[src/rtl/camera_pixel_packer_pkg.sv]
`default_nettype none
// ============================================================================
// Module      : camera_pixel_packer_pkg
// Description : Shared camera definitions: frame geometry defaults, RGB565
//               field layout, byte-pairing FSM states and a packing helper.
// Revision    : 1.0 - initial release
// ============================================================================
package camera_pixel_packer_pkg;

  // Default camera geometry (QVGA)
  localparam int c_H_PIXELS_DEFAULT = 320;
  localparam int c_V_LINES_DEFAULT  = 240;

  // RGB565 field widths
  localparam int c_R_W   = 5;
  localparam int c_G_W   = 6;
  localparam int c_B_W   = 5;
  localparam int c_PIX_W = c_R_W + c_G_W + c_B_W;

  // Byte-pairing FSM: the camera sends each pixel as high byte then low byte
  typedef enum logic [0:0] {
    ST_FIRST  = 1'b0,
    ST_SECOND = 1'b1
  } byte_state_e;

  typedef struct packed {
    logic [c_R_W-1:0] r;
    logic [c_G_W-1:0] g;
    logic [c_B_W-1:0] b;
  } rgb565_t;

  // The camera already emits RGB565 MSB-first, so packing is a concatenation
  function automatic rgb565_t pack_rgb565(input logic [7:0] hi_byte,
                                          input logic [7:0] lo_byte);
    return rgb565_t'({hi_byte, lo_byte});
  endfunction

endpackage
`default_nettype wire

[src/rtl/camera_pixel_packer_fb_addr_gen.sv]
`default_nettype none
// ============================================================================
// Module      : fb_addr_gen
// Description : Combinational frame-buffer address: vcount*H_PIXELS + hcount.
//               Shared by the camera write side and the display read side.
// Revision    : 1.0 - initial release
// ============================================================================
module fb_addr_gen
  import camera_pixel_packer_pkg::*;
#(
  parameter int H_PIXELS = c_H_PIXELS_DEFAULT
) (
  input  logic [8:0]  hcount_i,
  input  logic [7:0]  vcount_i,
  output logic [16:0] addr_o
);

  localparam logic [16:0] c_ROW_STRIDE = 17'(H_PIXELS);

  logic [16:0] w_row_base;

  // Row base plus column offset; no registers so callers see zero latency
  always_comb begin
    w_row_base = 17'(vcount_i) * c_ROW_STRIDE;
    addr_o     = w_row_base + 17'(hcount_i);
  end

endmodule
`default_nettype wire

[src/rtl/camera_pixel_packer.sv]
`default_nettype none
// ============================================================================
// Module      : camera_pixel_packer
// Description : Pairs camera bytes (sampled on rising pclk, already in the
//               clk_in domain) into RGB565 pixels with column/row counters,
//               frame-buffer address and a frame-done strobe on VSYNC.
// Revision    : 1.0 - initial release
// ============================================================================
module camera_pixel_packer
  import camera_pixel_packer_pkg::*;
#(
  parameter int H_PIXELS = c_H_PIXELS_DEFAULT,
  parameter int V_LINES  = c_V_LINES_DEFAULT
) (
  input  logic        clk_in,
  input  logic        rst_in,
  input  logic        camera_pclk_in,
  input  logic        camera_hs_in,
  input  logic        camera_vs_in,
  input  logic [7:0]  camera_data_in,
  output logic        pixel_valid_out,
  output logic [15:0] pixel_data_out,
  output logic [8:0]  pixel_hcount_out,
  output logic [7:0]  pixel_vcount_out,
  output logic [16:0] pixel_addr_out,
  output logic        frame_done_out
);

  localparam logic [8:0] c_H_LIMIT = 9'(H_PIXELS);
  localparam logic [7:0] c_V_LIMIT = 8'(V_LINES);

  // Sample-event detection and sync history
  logic pclk_q;
  logic hs_prev_q;
  logic vs_prev_q;
  logic w_sample;
  logic w_vs_evt;
  logic w_pix_byte;
  logic w_line_end;
  logic w_pix_done;
  logic w_in_frame;

  // FSM and counters
  byte_state_e state_q, state_d;
  logic [7:0]  hi_q, hi_d;
  logic [8:0]  col_q, col_d;
  logic [7:0]  row_q, row_d;
  logic [16:0] w_addr;

  // Registered outputs
  logic        valid_q, valid_d;
  logic [15:0] data_q, data_d;
  logic [8:0]  hcount_q, hcount_d;
  logic [7:0]  vcount_q, vcount_d;
  logic [16:0] addr_q, addr_d;
  logic        fdone_q, fdone_d;

  // Classify the current cycle; VSYNC overrides HREF
  always_comb begin
    w_sample   = camera_pclk_in & ~pclk_q;
    w_vs_evt   = w_sample & camera_vs_in;
    w_pix_byte = w_sample & ~camera_vs_in & camera_hs_in;
    w_line_end = w_sample & ~camera_vs_in & ~camera_hs_in & hs_prev_q;
    w_pix_done = w_pix_byte & (state_q == ST_SECOND);
    w_in_frame = (col_q < c_H_LIMIT) && (row_q < c_V_LIMIT);
  end

  // Address of the pixel being completed, taken from the live counters
  fb_addr_gen #(
    .H_PIXELS (H_PIXELS)
  ) u_fb_addr_gen (
    .hcount_i (col_q),
    .vcount_i (row_q),
    .addr_o   (w_addr)
  );

  // FSM state register
  always_ff @(posedge clk_in) begin
    if (rst_in) state_q <= ST_FIRST;
    else        state_q <= state_d;
  end

  // FSM next state: alternate on line bytes, realign on line end or VSYNC
  always_comb begin
    state_d = state_q;
    if (w_vs_evt || w_line_end) begin
      state_d = ST_FIRST;
    end else if (w_pix_byte) begin
      state_d = (state_q == ST_FIRST) ? ST_SECOND : ST_FIRST;
    end
  end

  // FSM outputs: high-byte capture, counters and pixel emission
  always_comb begin
    hi_d     = hi_q;
    col_d    = col_q;
    row_d    = row_q;
    valid_d  = 1'b0;
    data_d   = data_q;
    hcount_d = hcount_q;
    vcount_d = vcount_q;
    addr_d   = addr_q;
    fdone_d  = 1'b0;

    if (w_vs_evt) begin
      col_d   = '0;
      row_d   = '0;
      fdone_d = ~vs_prev_q;
    end else if (w_line_end) begin
      col_d = '0;
      if (row_q < c_V_LIMIT) row_d = row_q + 8'd1;
    end else if (w_pix_byte) begin
      if (state_q == ST_FIRST) begin
        hi_d = camera_data_in;
      end else begin
        if (col_q < c_H_LIMIT) col_d = col_q + 9'd1;
        // Pixels beyond the visible window are counted but not emitted
        if (w_in_frame) begin
          valid_d  = 1'b1;
          data_d   = pack_rgb565(hi_q, camera_data_in);
          hcount_d = col_q;
          vcount_d = row_q;
          addr_d   = w_addr;
        end
      end
    end
  end

  // Datapath and history registers
  always_ff @(posedge clk_in) begin
    if (rst_in) begin
      pclk_q    <= 1'b0;
      hs_prev_q <= 1'b0;
      vs_prev_q <= 1'b0;
      hi_q      <= '0;
      col_q     <= '0;
      row_q     <= '0;
      valid_q   <= 1'b0;
      data_q    <= '0;
      hcount_q  <= '0;
      vcount_q  <= '0;
      addr_q    <= '0;
      fdone_q   <= 1'b0;
    end else begin
      pclk_q <= camera_pclk_in;
      if (w_sample) begin
        hs_prev_q <= camera_hs_in;
        vs_prev_q <= camera_vs_in;
      end
      hi_q     <= hi_d;
      col_q    <= col_d;
      row_q    <= row_d;
      valid_q  <= valid_d;
      data_q   <= data_d;
      hcount_q <= hcount_d;
      vcount_q <= vcount_d;
      addr_q   <= addr_d;
      fdone_q  <= fdone_d;
    end
  end

  assign pixel_valid_out  = valid_q;
  assign pixel_data_out   = data_q;
  assign pixel_hcount_out = hcount_q;
  assign pixel_vcount_out = vcount_q;
  assign pixel_addr_out   = addr_q;
  assign frame_done_out   = fdone_q;

endmodule
`default_nettype wire

[config.mk]
export PLATFORM = sky130hd
export DESIGN_NAME = camera_pixel_packer
export DESIGN_NICKNAME = d
export VERILOG_FILES = /design/src/rtl/camera_pixel_packer_pkg.sv /design/src/rtl/camera_pixel_packer_fb_addr_gen.sv /design/src/rtl/camera_pixel_packer.sv
export SDC_FILE = /design/constraint.sdc
export NUM_CORES = 1
export LEC_CHECK = 0
export ABC_AREA = 1
export BUFFER_PORTS_ARGS = -buffer_cell sky130_fd_sc_hd__buf_2
export CORE_MARGIN = 2
export CORE_UTILIZATION = 41
export CTS_CLUSTER_DIAMETER = 40
export CTS_CLUSTER_SIZE = 30
export DETAILED_ROUTE_END_ITERATION = 8
export PLACE_DENSITY = 0.6
export SYNTH_ARGS = -nofsm -noshare
export SYNTH_HDL_FRONTEND = slang
export SYNTH_SLANG_ARGS = --single-unit
[constraint.sdc]
create_clock -name clk_in -period 6.05 [get_ports clk_in]
set_clock_uncertainty 0.2 [all_clocks]
set_input_delay 0.605 -clock clk_in [delete_from_list [all_inputs] [get_ports clk_in]]
set_output_delay 0.605 -clock clk_in [all_outputs]
set_load 0.05 [all_outputs]
==> flow_summary.yaml <==
power_and_ir_drop:
  ir_drop_v: 0.00008798
  sw_frac_of_total_pct: 21.69
  power_frac_comb_pct: 4.1
  power_density_nw_per_um2: 248.6
  netSwitchingPower_uw: 220.6
  p_leak_uw: 0.001963
  p_seq_share_pct: 49.4
  power.internal_uw: 796.6
  clkPwrFrac_pct: 46.6
routing:
  drt_iter0_drc: 109
  via_per_inst: 4.851
  antenna_left: 0
  wl_mm: 7.541
  firstDrtPassIters: 4
  routedWlPerCell_um: 12.36
  num_vias: 2959
  drcViolationCount: 0
sta:
  whs_ns: 0.2365
  fin_tns_setup_ns: 0
  hold_viol_final: 0
  setup_violations: 0
  fin_crit_sh_pct: 45.28
  drv_slew: 0
  relSlewSlack_pct: 41.98
  grt_setup_unrepaired: "false"
  worst_pin_slew_ns: 0.8702
  max_freq_mhz: 365.1
  fin_crit_ns: 2.739
yosys:
  ys_types: 37
  synth-seq-cells: 75
  synth_cells: 443
  syn_area_um2: 3602
  synth_top_area_cell: "dfxtp_1"
  syn-num-nets: 475
  syn_area_per_cell_um2: 8.131
  synth_warnings: 0
  synth_area_leaders: "dfxtp_1, nand2_1, ha_1"
  synth-seq-area-share_pct: 41.68
  synth_top_cell_area_share_pct: 41.68
hold_path:
  hold_path.class: "reg2reg"
outcome:
  status: "complete, no violations"
final_layout:
  synthToLayoutAreaGrowth_pct: 13.62
  fin_util_pct: 47.39
  fin_nets: 529
  diodes: 0
  final-instance-count-excl-fill: 610
  drive_above_1_share_pct: 23.31
  stdcell_area_um2: 4093
clock_network:
  cts_setup_buffers: 0
  hold_buffers: 0
  numCtsBuffers: 9
  clock_latency_ns: 0.34
  clock-root-buffer: "clkbuf_8"
  clk_pin_slew_ns: 0.08
  cts.sinks: 75
  cts_resized: 0
  cts-htree-levels: 3
  cts_tree: "done"
  clk_path_buf_depth: 2
die:
  rows: 34
  die-height_um: 97.73
  initial_core_util_pct: 41.71
  die_area_um2: 9551
  core-area_um2: 8636
  ios: 65
  fp.dieW_um: 97.73
global_route:
  grt_max_degree: 74
  grt_pass1_wl_mm: 13.01
  gr-total-overflow: 0
  grt_usage_pct: 16.43
  antenna_found_initial: 0
  grt_pass1_vias: 2875
setup_path:
  worstPathRequired_ns: 6.10
  critPathCaptureType: "register"
  startpoint_type: "register"
  arrival_ns: 2.79
  cp_max_fo: 7
  path_class: "reg2reg"
placement:
  dpl.hpwl_mm: 5.357
  gp_congestion: 0.8058
  port_buffers: 64
  placed_cells: 594
  place_area_um2: 3844
job:
  drv_cap: 0
[flip-flops by register name, summed over array words and instances, names as in the netlist]
| name | cells |
|---|---|
| pixel_valid_out | 1 |
| pixel_hcount_out | 9 |
| pixel_vcount_out | 8 |
| hi_q | 8 |
| pixel_addr_out | 11 |
| frame_done_out | 1 |
| col_q | 9 |
| hs_prev_q | 1 |
| state_q | 1 |
| vs_prev_q | 1 |
| pixel_data_out | 16 |
| pclk_q | 1 |
| row_q | 8 |
[power groups by stage]
stage / clock (uW) / sequential (uW) / combinational (uW)
finish: 474 / 502 / 41.6
global route: 502 / 503 / 46.6
CTS: 487 / 502 / 42.0
detailed placement: 0 / 514 / 41.9
global placement: 0 / 514 / 41.4
floorplan: 0 / 521 / 24.5
[kinds of logic after synthesis]
logic type | count (synthesis) | share of synthesized area [%]
DFF | 75 | 41.68
adders and majority gates | 19 | 7.016
xor gates and xnor gates | 7 | 1.702
buffers and inverters | 77 | 11.88
and+or+nand+nor | 143 | 17.58
AOI/OAI and AO/OA | 122 | 20.15
[metal layers]
layer	GRT usage (%)	up-vias	part of all wire [%]
met5	0	-	0
li1	-	1553	-
met2	27.75	59	46
met1	20.60	1335	47
met4	5.342	0	1.8
met3	4.223	12	4.6
[final cells by class]
cell class	instances	area [um2]
Timing Repair Buffer	65	327.8
Clock buffer	10	137.6
Sequential cell	75	1501
Tap cell	108	135.1
Clock inverter	6	111.4
Inverter	55	206.4
Fill cell	890	4543
Multi-Input combinational cell	291	1673
[synthesized netlist by cell type (all sizes together)]
master	count
dfxtp	75
xnor2	2
inv	55
o21a	4
nor2	44
or2	3
nand2	68
nand4	4
clkbuf	5
nand3	15
a21o	1
fa	2
buf	17
nand3b	2
a21oi	57
xor2	5
ha	17
nor3b	1
nor3	5
o211ai	1
a31oi	1
o21ai	58
nor4	1
[placed cells by master (no fill, tap or decap)]
| master | instances |
|---|---|
| inv_1 | 53 |
| bufinv_16 | 3 |
| xnor2_1 | 2 |
| a21oi_2 | 22 |
| a31oi_1 | 1 |
| nor4_1 | 1 |
| xor2_1 | 5 |
| inv_2 | 2 |
| nand3b_1 | 1 |
| o211ai_2 | 1 |
| nand2_1 | 66 |
| nand3_1 | 15 |
| a21oi_1 | 35 |
| ha_1 | 17 |
| clkbuf_8 | 10 |
| or2_1 | 1 |
| clkinvlp_4 | 1 |
| or2_2 | 2 |
| buf_2 | 64 |
| clkinv_2 | 1 |
| nor2_4 | 3 |
| o21a_1 | 4 |
| a21o_1 | 1 |
| inv_6 | 1 |
| buf_4 | 1 |
| nand3b_4 | 1 |
| o21ai_1 | 28 |
| dfxtp_1 | 75 |
| fa_1 | 2 |
| o21ai_2 | 3 |
| nand4_1 | 4 |
| o21ai_0 | 27 |
| nor2_1 | 41 |
| nor3b_1 | 1 |
| nand2_2 | 2 |
| nor3_1 | 5 |
[metrics by stage]
stage	worst slack, ns	power, uW
after floorplan	3.535	545.1
after global placement	3.335	555.0
after detailed placement	3.290	555.7
after CTS	3.286	1031
after global routing	3.053	1052
final	3.311	1017
[worst paths after layout]
| check | startpoint | end | slack, ns | cells past startpoint |
|---|---|---|---|---|
| min reg2reg | vs_prev_q | frame_done_out | 0.24 | 1 |
| max reg2reg | row_q[3] | pixel_addr_out[15] | 3.31 | 14 |
| min | vs_prev_q | frame_done_out | 0.24 | 1 |
| max | row_q[3] | pixel_addr_out[15] | 3.31 | 14 |
[critical path: stages (launching register included)]
cell	delay, ns
dfxtp_1	0.45
ha_1	0.28
ha_1	0.24
fa_1	0.55
nand2_1	0.08
nor2_1	0.09
nand2_1	0.05
nand2_1	0.08
nand2_1	0.05
nor2_1	0.21
nand3_1	0.10
nand2_1	0.07
nand3_1	0.07
nand2_1	0.09
inv_1	0.03
No activity file was read; power rests on OpenSTA's default activity.
